===== src/rtl/fetch_unit.sv =====
// Instruction fetch front end: owns the PC, holds through memory self-init,
// and hands captured words to decode with stall hold, branch squash and end-of-program halt.
module fetch_unit #(
  parameter int ADDR_W      = 8,
  parameter int INST_W      = 16,
  parameter int RESET_PC    = 0,
  parameter int LAST_ADDR   = 255,
  parameter int INIT_CYCLES = 2
) (
  input  logic              clk,
  input  logic              i_rst_n,
  input  logic              i_stall,
  input  logic              i_branch_taken,
  input  logic [ADDR_W-1:0] i_branch_target,
  input  logic [INST_W-1:0] i_inst,
  output logic [31:0]       o_pc,
  output logic [INST_W-1:0] o_inst,
  output logic [ADDR_W-1:0] o_inst_pc,
  output logic              o_valid,
  output logic              o_halted
);

  // One spare count value so the counter can step past the last INIT cycle.
  localparam int CNT_W = $clog2(INIT_CYCLES + 2);
  localparam logic [CNT_W-1:0]  INIT_LAST = CNT_W'((INIT_CYCLES > 0) ? INIT_CYCLES - 1 : 0);
  localparam logic [ADDR_W-1:0] RST_PC    = ADDR_W'(RESET_PC);
  localparam logic [ADDR_W-1:0] LAST_PC   = ADDR_W'(LAST_ADDR);

  typedef enum logic [1:0] {S_INIT, S_RUN, S_HALT} state_e;

  typedef struct packed {
    logic [INST_W-1:0] inst;
    logic [ADDR_W-1:0] pc;
    logic              valid;
  } dec_out_t;

  localparam dec_out_t OUT_RST = '{inst: {INST_W{1'b1}}, pc: '0, valid: 1'b0};

  state_e            state_q, state_d;
  logic [CNT_W-1:0]  cnt_q, cnt_d;
  logic [ADDR_W-1:0] pc_q, pc_d;
  dec_out_t          out_q, out_d;
  logic              halted_q, halted_d;

  always_ff @(posedge clk or negedge i_rst_n) begin
    if (!i_rst_n) begin
      state_q  <= S_INIT;
      cnt_q    <= '0;
      pc_q     <= RST_PC;
      out_q    <= OUT_RST;
      halted_q <= 1'b0;
    end else begin
      state_q  <= state_d;
      cnt_q    <= cnt_d;
      pc_q     <= pc_d;
      out_q    <= out_d;
      halted_q <= halted_d;
    end
  end

  always_comb begin
    state_d  = state_q;
    cnt_d    = cnt_q;
    pc_d     = pc_q;
    out_d    = out_q;
    halted_d = halted_q;
    case (state_q)
      // Memory is still initialising: stall and branch have no effect here.
      S_INIT: begin
        cnt_d = cnt_q + 1'b1;
        if (cnt_q == INIT_LAST) state_d = S_RUN;
      end
      S_RUN: begin
        if (i_branch_taken) begin
          // Word arriving from the old PC is squashed.
          pc_d        = i_branch_target;
          out_d.valid = 1'b0;
        end else if (!i_stall) begin
          out_d.inst  = i_inst;
          out_d.pc    = pc_q;
          out_d.valid = 1'b1;
          if (pc_q == LAST_PC) begin
            state_d  = S_HALT;
            halted_d = 1'b1;
          end else begin
            pc_d = pc_q + 1'b1;
          end
        end
      end
      // Last word stays offered until decode stops stalling.
      S_HALT: if (!i_stall) out_d.valid = 1'b0;
      default: state_d = S_INIT;
    endcase
  end

  assign o_pc      = 32'(pc_q);
  assign o_inst    = out_q.inst;
  assign o_inst_pc = out_q.pc;
  assign o_valid   = out_q.valid;
  assign o_halted  = halted_q;

endmodule

===== config.mk =====
export PLATFORM = sky130hd
export DESIGN_NAME = fetch_unit
export DESIGN_NICKNAME = d
export VERILOG_FILES = /design/src/rtl/fetch_unit.sv
export SDC_FILE = /design/constraint.sdc
export NUM_CORES = 1
export LEC_CHECK = 0
export CAP_MARGIN = 10
export CORE_MARGIN = 3
export CORE_UTILIZATION = 47
export CTS_BUF_LIST = sky130_fd_sc_hd__clkbuf_8
export DETAILED_ROUTE_END_ITERATION = 10
export PLACE_DENSITY = 0.88
export SLEW_MARGIN = 10
export SYNTH_ARGS = -nofsm -noshare
export SYNTH_HDL_FRONTEND = slang
export SYNTH_SLANG_ARGS = --single-unit

===== constraint.sdc =====
create_clock -name clk -period 5.4 [get_ports clk]
set_input_delay 0.54 -clock clk [delete_from_list [all_inputs] [get_ports clk]]
set_output_delay 0.54 -clock clk [all_outputs]
set_load 0.01 [all_outputs]

Word level (Yosys, flattened, before mapping):

Cells that the tools add are included.

* muxes and demuxes: 12
* add/subtract/negate cells: 2
* eq/ne operators: 12
* bitwise gates (word level): 3
* reduce and logical (&&, ||, !) cells: 7

Operators with widths (count)
* 2-to-1 mux 8 bit: 3
* != test 2 bit (second input constant): 6
* AND reduction 3 bit: 3
* adder 8 x 1 -> 8 bit (second input constant): 1
* equality test 8 bit (second input constant): 1
* 2-to-1 mux 2 bit: 4
* one-hot mux 2 bit (3 select lines): 1
* AND reduction 5 bit: 1
* equality test 2 x 1 -> 1 bit (second input constant): 2
* AND reduction 4 bit: 1
* 2-to-1 mux 1 bit: 3
* != test 3 bit (second input constant): 1
* inverter 1 bit: 3
* adder 2 x 1 -> 2 bit (second input constant): 1
* equality test 2 bit (second input constant): 1
* zero test 2 bit: 1
* != test 2 x 1 -> 1 bit (second input constant): 1
* one-hot mux 1 bit (2 select lines): 1
* nonzero test 2 bit: 1

* output and inout bits: 58
* input bits: 28
* bits in registers: 38
* logic and storage cells: 43

Longest topological paths before layout:

* word-level depth: 5
* gate-level depth with buffers: 7
* mapped depth without buffers: 5

Worst setup path before layout:

Ideal clock, no wire load.

* path kind: register to register
* start point: reg pc_q[0]
* end point: reg pc_q[1]
* data arrival time: 1.674 ns
* slack: 3.598 ns
* clock period less this slack: 1.802 ns
* library setup time: 0.128 ns
* required time: 5.272 ns
* path buffers: 1
* cell stages (with the launch flop): 7
* path through: dfrtp_1 ha_1 and3_4 and3_4 buf_6 o31ai_4 mux2_1

* word-level cells in the longest chain between the ends: 4
* elaborated cells on any way between the ends: 7
* classes of those cells: 1 x add/sub; 2 x eq/ne; 3 x mux; 1 x reduce/logical

Ends and longest elaborated chain
* start, declared: RTL line 41 `logic [ADDR_W-1:0] pc_q, pc_d;`
* start signal, assigned: RTL line 55 `pc_q <= pc_d;`
* adder 8 x 1 -> 8 bit: RTL line 86 `pc_d = pc_q + 1'b1;`
* 2-to-1 mux 8 bit: RTL line 82 `if (pc_q == LAST_PC) begin`
* 2-to-1 mux 8 bit: RTL line 78 `end else if (!i_stall) begin`
* 2-to-1 mux 8 bit: RTL line 74 `if (i_branch_taken) begin`

Parallel ways exist; a longest one is shown, timed or not. The select of a mux whose other input is x is not followed.
A chain may end at the register's enable or synchronous reset.

Worst setup path after layout:

* start point: in i_branch_taken
* end point: reg out_q, in the netlist o_inst[2]

* word-level cells in the longest chain between the ends: 2

Ends and longest elaborated chain
* start, declared: RTL line 13 `input logic i_branch_taken,`
* inverter 1 bit (no line)
* AND reduction 3 bit (no line)
* end signal, assigned: RTL line 56 `out_q <= out_d;`
* end, declared: RTL line 42 `dec_out_t out_q, out_d;`

Every way passes these cells.

==> summary.md <==
| Metric | Value |
|---|---|
| Synthesized area per cell | 10.92 sq um |
| Clock Path Buffers | 2 |
| Share of cells above drive strength 1 | 0.2025 |
| H-tree depth | 2 |
| Setup CP Type | in2reg |
| CTS resizes | 0 |
| Core Area | 3826 sq um |
| CP Capture Type | flop |
| Drt drc | 0 |
| Clock slew at reported path FFs | 0.07 ns |
| Cell Rows | 22 |
| Worst EP arrival | 2.53 ns |
| Total power draw | 0.8844 mW |
| Number of max-cap violations | 0 |
| End point of the critical path | o_inst[2] |
| Sequential share of power | 0.463 |
| Internal power | 0.6235 mW |
| Crit path buf inv count | 1 |
| CP max stage cell | nor3_4 |
| Ys Warns | 0 |
| Max-slew violations | 0 |
| Antenna cells | 0 |
| Unrepaired setup endpoints after global routing | false |
| CP Launch Point | i_branch_taken |
| First-pass GRT wire length | 6.458 mm |
| Setup WS pre-CTS | 2.722 ns |
| Cell family with most CP delay | simple AND/OR/NAND/NOR gates |
| Die area | 4942 sq um |
| Kind of path behind the tightest hold check | in2async |
| Initial antenna violation count | 0 |
| Initial core utilization | 0.5078 |
| GRT Total Usage | 0.1669 |
| Critical-path maximum fanout | 23 |
| Adder-cell share of the synthesized area | 0.01288 |
| Area grow syn2layout | 31.10% |
| Root Driver | clkbuf_8 |
| Grt total ovfl | 0 |
| TritonRoute pass-1 iters | 4 |
| Endpoints failing hold | 0 |
| Hold buffer count at CTS | 0 |
| PnR worst setup slack | 3.083 ns |
| Post-Route Skew | 0.003575 ns |
| Gate power share | 0.316 |
| Max Clock Freq | 431.6 MHz |
| CTS tree | yes |
| Vias in the first global route | 1308 |
| P_sw | 0.2609 mW |
| Nature of the critical path startpoint | primary input |
| DRT iter0 DRCs | 65 |
| Reg2reg end | o_inst[2] |
| RD Place Congestion | 0.8104 |
| Die height | 70.30 microns |
| Cells after synthesis | 178 |
| Crit-path max cell delay | 0.89 ns |
| Final worst path period need | 2.317 ns |
| Clock power frac | 0.221 |
| Switching share of power | 0.2950 |
| Tightest Pin Transition | 0.9485 ns |
| Worst IR Drop VDD | 0.2376 mV |
| Worst-skew pair later-pin latency | 0.29 ns |
| CP Cell Sequence | clkdlybuf4s50_1, nor3_4, mux2_2 |
| WP depth | 3 |
| Num ports | 86 |
| Worst EP required | 5.62 ns |
| Post-Synthesis Cell Area | 1943 sq um |
| Outcome | finished, final reports clean |
| Main combinational cell family by area after synthesis | simple AND/OR/NAND/NOR gates |
| R2R cell count | 3 |
| Routed wire length | 4.012 mm |
| Hold_ws | 0.3495 ns |
| Compound-Gate Fraction of Synth Area | 0.1005 |
| Post-synth EDFFs | 0 |
| Post-synthesis xor/xnor area fraction | 0.004507 |
| Multiplexer area fraction after synthesis | 0.1095 |
| CTS Sinks | 38 |
| DR WL/cell | 14.08 microns |
| R2R setup slack | 3.32 ns |
| TritonCTS Buffers | 5 |
| Worst slew margin | 0.3656 |
| Async SR Flop Fraction | 1.000 |
| Post-DP HPWL | 3.014 mm |
| Seq/Total Area, Yosys | 0.4997 |
| Port Buffer Count | 61 |
| Fin nets | 266 |
| Largest net degree at the start of global routing | 39 |
| Pwr dens | 347.2 nW/um^2 |
| Chip width | 70.30 microns |
| Post-route setup TNS | 0 ns |
| Worst r2r src | state_q[1] |
| Dominant synthesized flop cell | dfrtp_1 |
| Vias per cell | 5.126 |
| Detail Route Antenna Nets | 0 |
| Setup Viol. Count Final | 0 |
| DR vias | 1461 |
| #FFs+latches synth | 38 |
| Setup bufs post-CTS | 0 |
| Simple-gate area share of the yosys netlist | 0.1384 |
| Final period utilization | 0.4290 |
| Pleak | 1.100 nW |
| Netlist cell types | 36 |
## kinds of logic (layout without fill, tap and decap cells)
kind of cell    after synthesis  count (layout)
buf+inv                      38              74
mux                          19              19
flops                        38              38
fa+ha+maj                     2               2
compound gates               26              26
xor+xnor                      1               1
simple gates                 53              53
other cells                   1              24
## worst min-delay path by stage
stage	start	to	slack (ns)	depth (start not counted)
global route	i_rst_n	pc_q[1]	0.40	1
detailed placement	o_halted	o_halted	0.46	1
global placement	o_halted	o_halted	0.45	1
finish	i_rst_n	pc_q[1]	0.35	1
floorplan	i_rst_n	cnt_q[0]	0.24	0
CTS	i_rst_n	pc_q[1]	0.38	1
## sequential cells by signal (all words and copies together), names as in the netlist
| name | flops |
|---|---|
| o_inst | 16 |
| o_inst_pc | 8 |
| pc_q | 8 |
| cnt_q | 2 |
| state_q | 2 |
| o_halted | 1 |
| o_valid | 1 |
## final cells by class
| type | count | area, sq um |
|---|---|---|
| repair buffers | 61 | 605.6 |
| clock buffers | 6 | 82.58 |
| fillers | 333 | 1279 |
| clock inverters | 2 | 8.758 |
| inverters | 5 | 18.77 |
| flip-flops and latches | 38 | 970.9 |
| multi-input cells | 125 | 800.8 |
| well taps | 48 | 60.06 |
## layout by cell type, fill, tap and decap left out, types with 2 or more instances in the layout
cell type / netlist / layout
a21oi_1: 7 / 7
a311oi_1: 4 / 4
and3_1: 2 / 2
and3_4: 3 / 3
clkbuf_8: 0 / 6
clkdlybuf4s50_1: 0 / 60
conb_1: 1 / 24
dfrtp_1: 22 / 22
dfstp_2: 16 / 16
ha_1: 2 / 2
inv_1: 5 / 6
mux2_2: 17 / 17
nand2_1: 25 / 25
nand2b_1: 2 / 2
nand3_1: 4 / 4
nand4_1: 3 / 3
nor2_1: 7 / 7
nor3_1: 4 / 4
o21ai_0: 3 / 3
o22ai_1: 3 / 3
## Yosys cell counts, types with 2 or more instances
master | n | area [sq um]
nand3_1 | 4 | 20.02
a311oi_1 | 4 | 35.03
nand2_1 | 25 | 93.84
o22ai_1 | 3 | 18.77
o21ai_0 | 3 | 15.01
a21oi_1 | 7 | 35.03
dfstp_2 | 16 | 420.4
mux2_2 | 17 | 191.4
buf_4 | 27 | 202.7
nand4_1 | 3 | 18.77
nand2b_1 | 2 | 12.51
buf_2 | 5 | 25.02
and3_4 | 3 | 33.78
and3_1 | 2 | 12.51
nor3_1 | 4 | 20.02
inv_1 | 5 | 18.77
ha_1 | 2 | 25.02
nor2_1 | 7 | 26.28
dfrtp_1 | 22 | 550.5
## per-stage QoR
stage / util / instances / instance area [sq um]
final: 0.6658 / 285 / 2547
after global routing: 0.6658 / 285 / 2547
after CTS: 0.6658 / 285 / 2547
after floorplan: - / 201 / 2029
after detailed placement: 0.6419 / 277 / 2456
after global placement: 0.6419 / 277 / 2456
## power groups by stage
stage / logic [mW] / clock network [mW] / registers, mW
2_1_floorplan: 0.122 / 0 / 0.432
3_3_place_gp: 0.275 / 0 / 0.412
3_5_place_dp: 0.283 / 0 / 0.415
4_1_cts: 0.284 / 0.203 / 0.410
5_1_grt: 0.304 / 0.217 / 0.420
6_report: 0.280 / 0.196 / 0.409
## layer usage
layer	GRT usage	vias up	share of wire
met2	0.2526	71	0.48
met5	0	-	0
met3	0.05468	6	0.092
met4	0.06383	0	0.013
met1	0.2209	692	0.42
li1	-	692	-
Note: power is estimated with default switching activity, not from simulation.
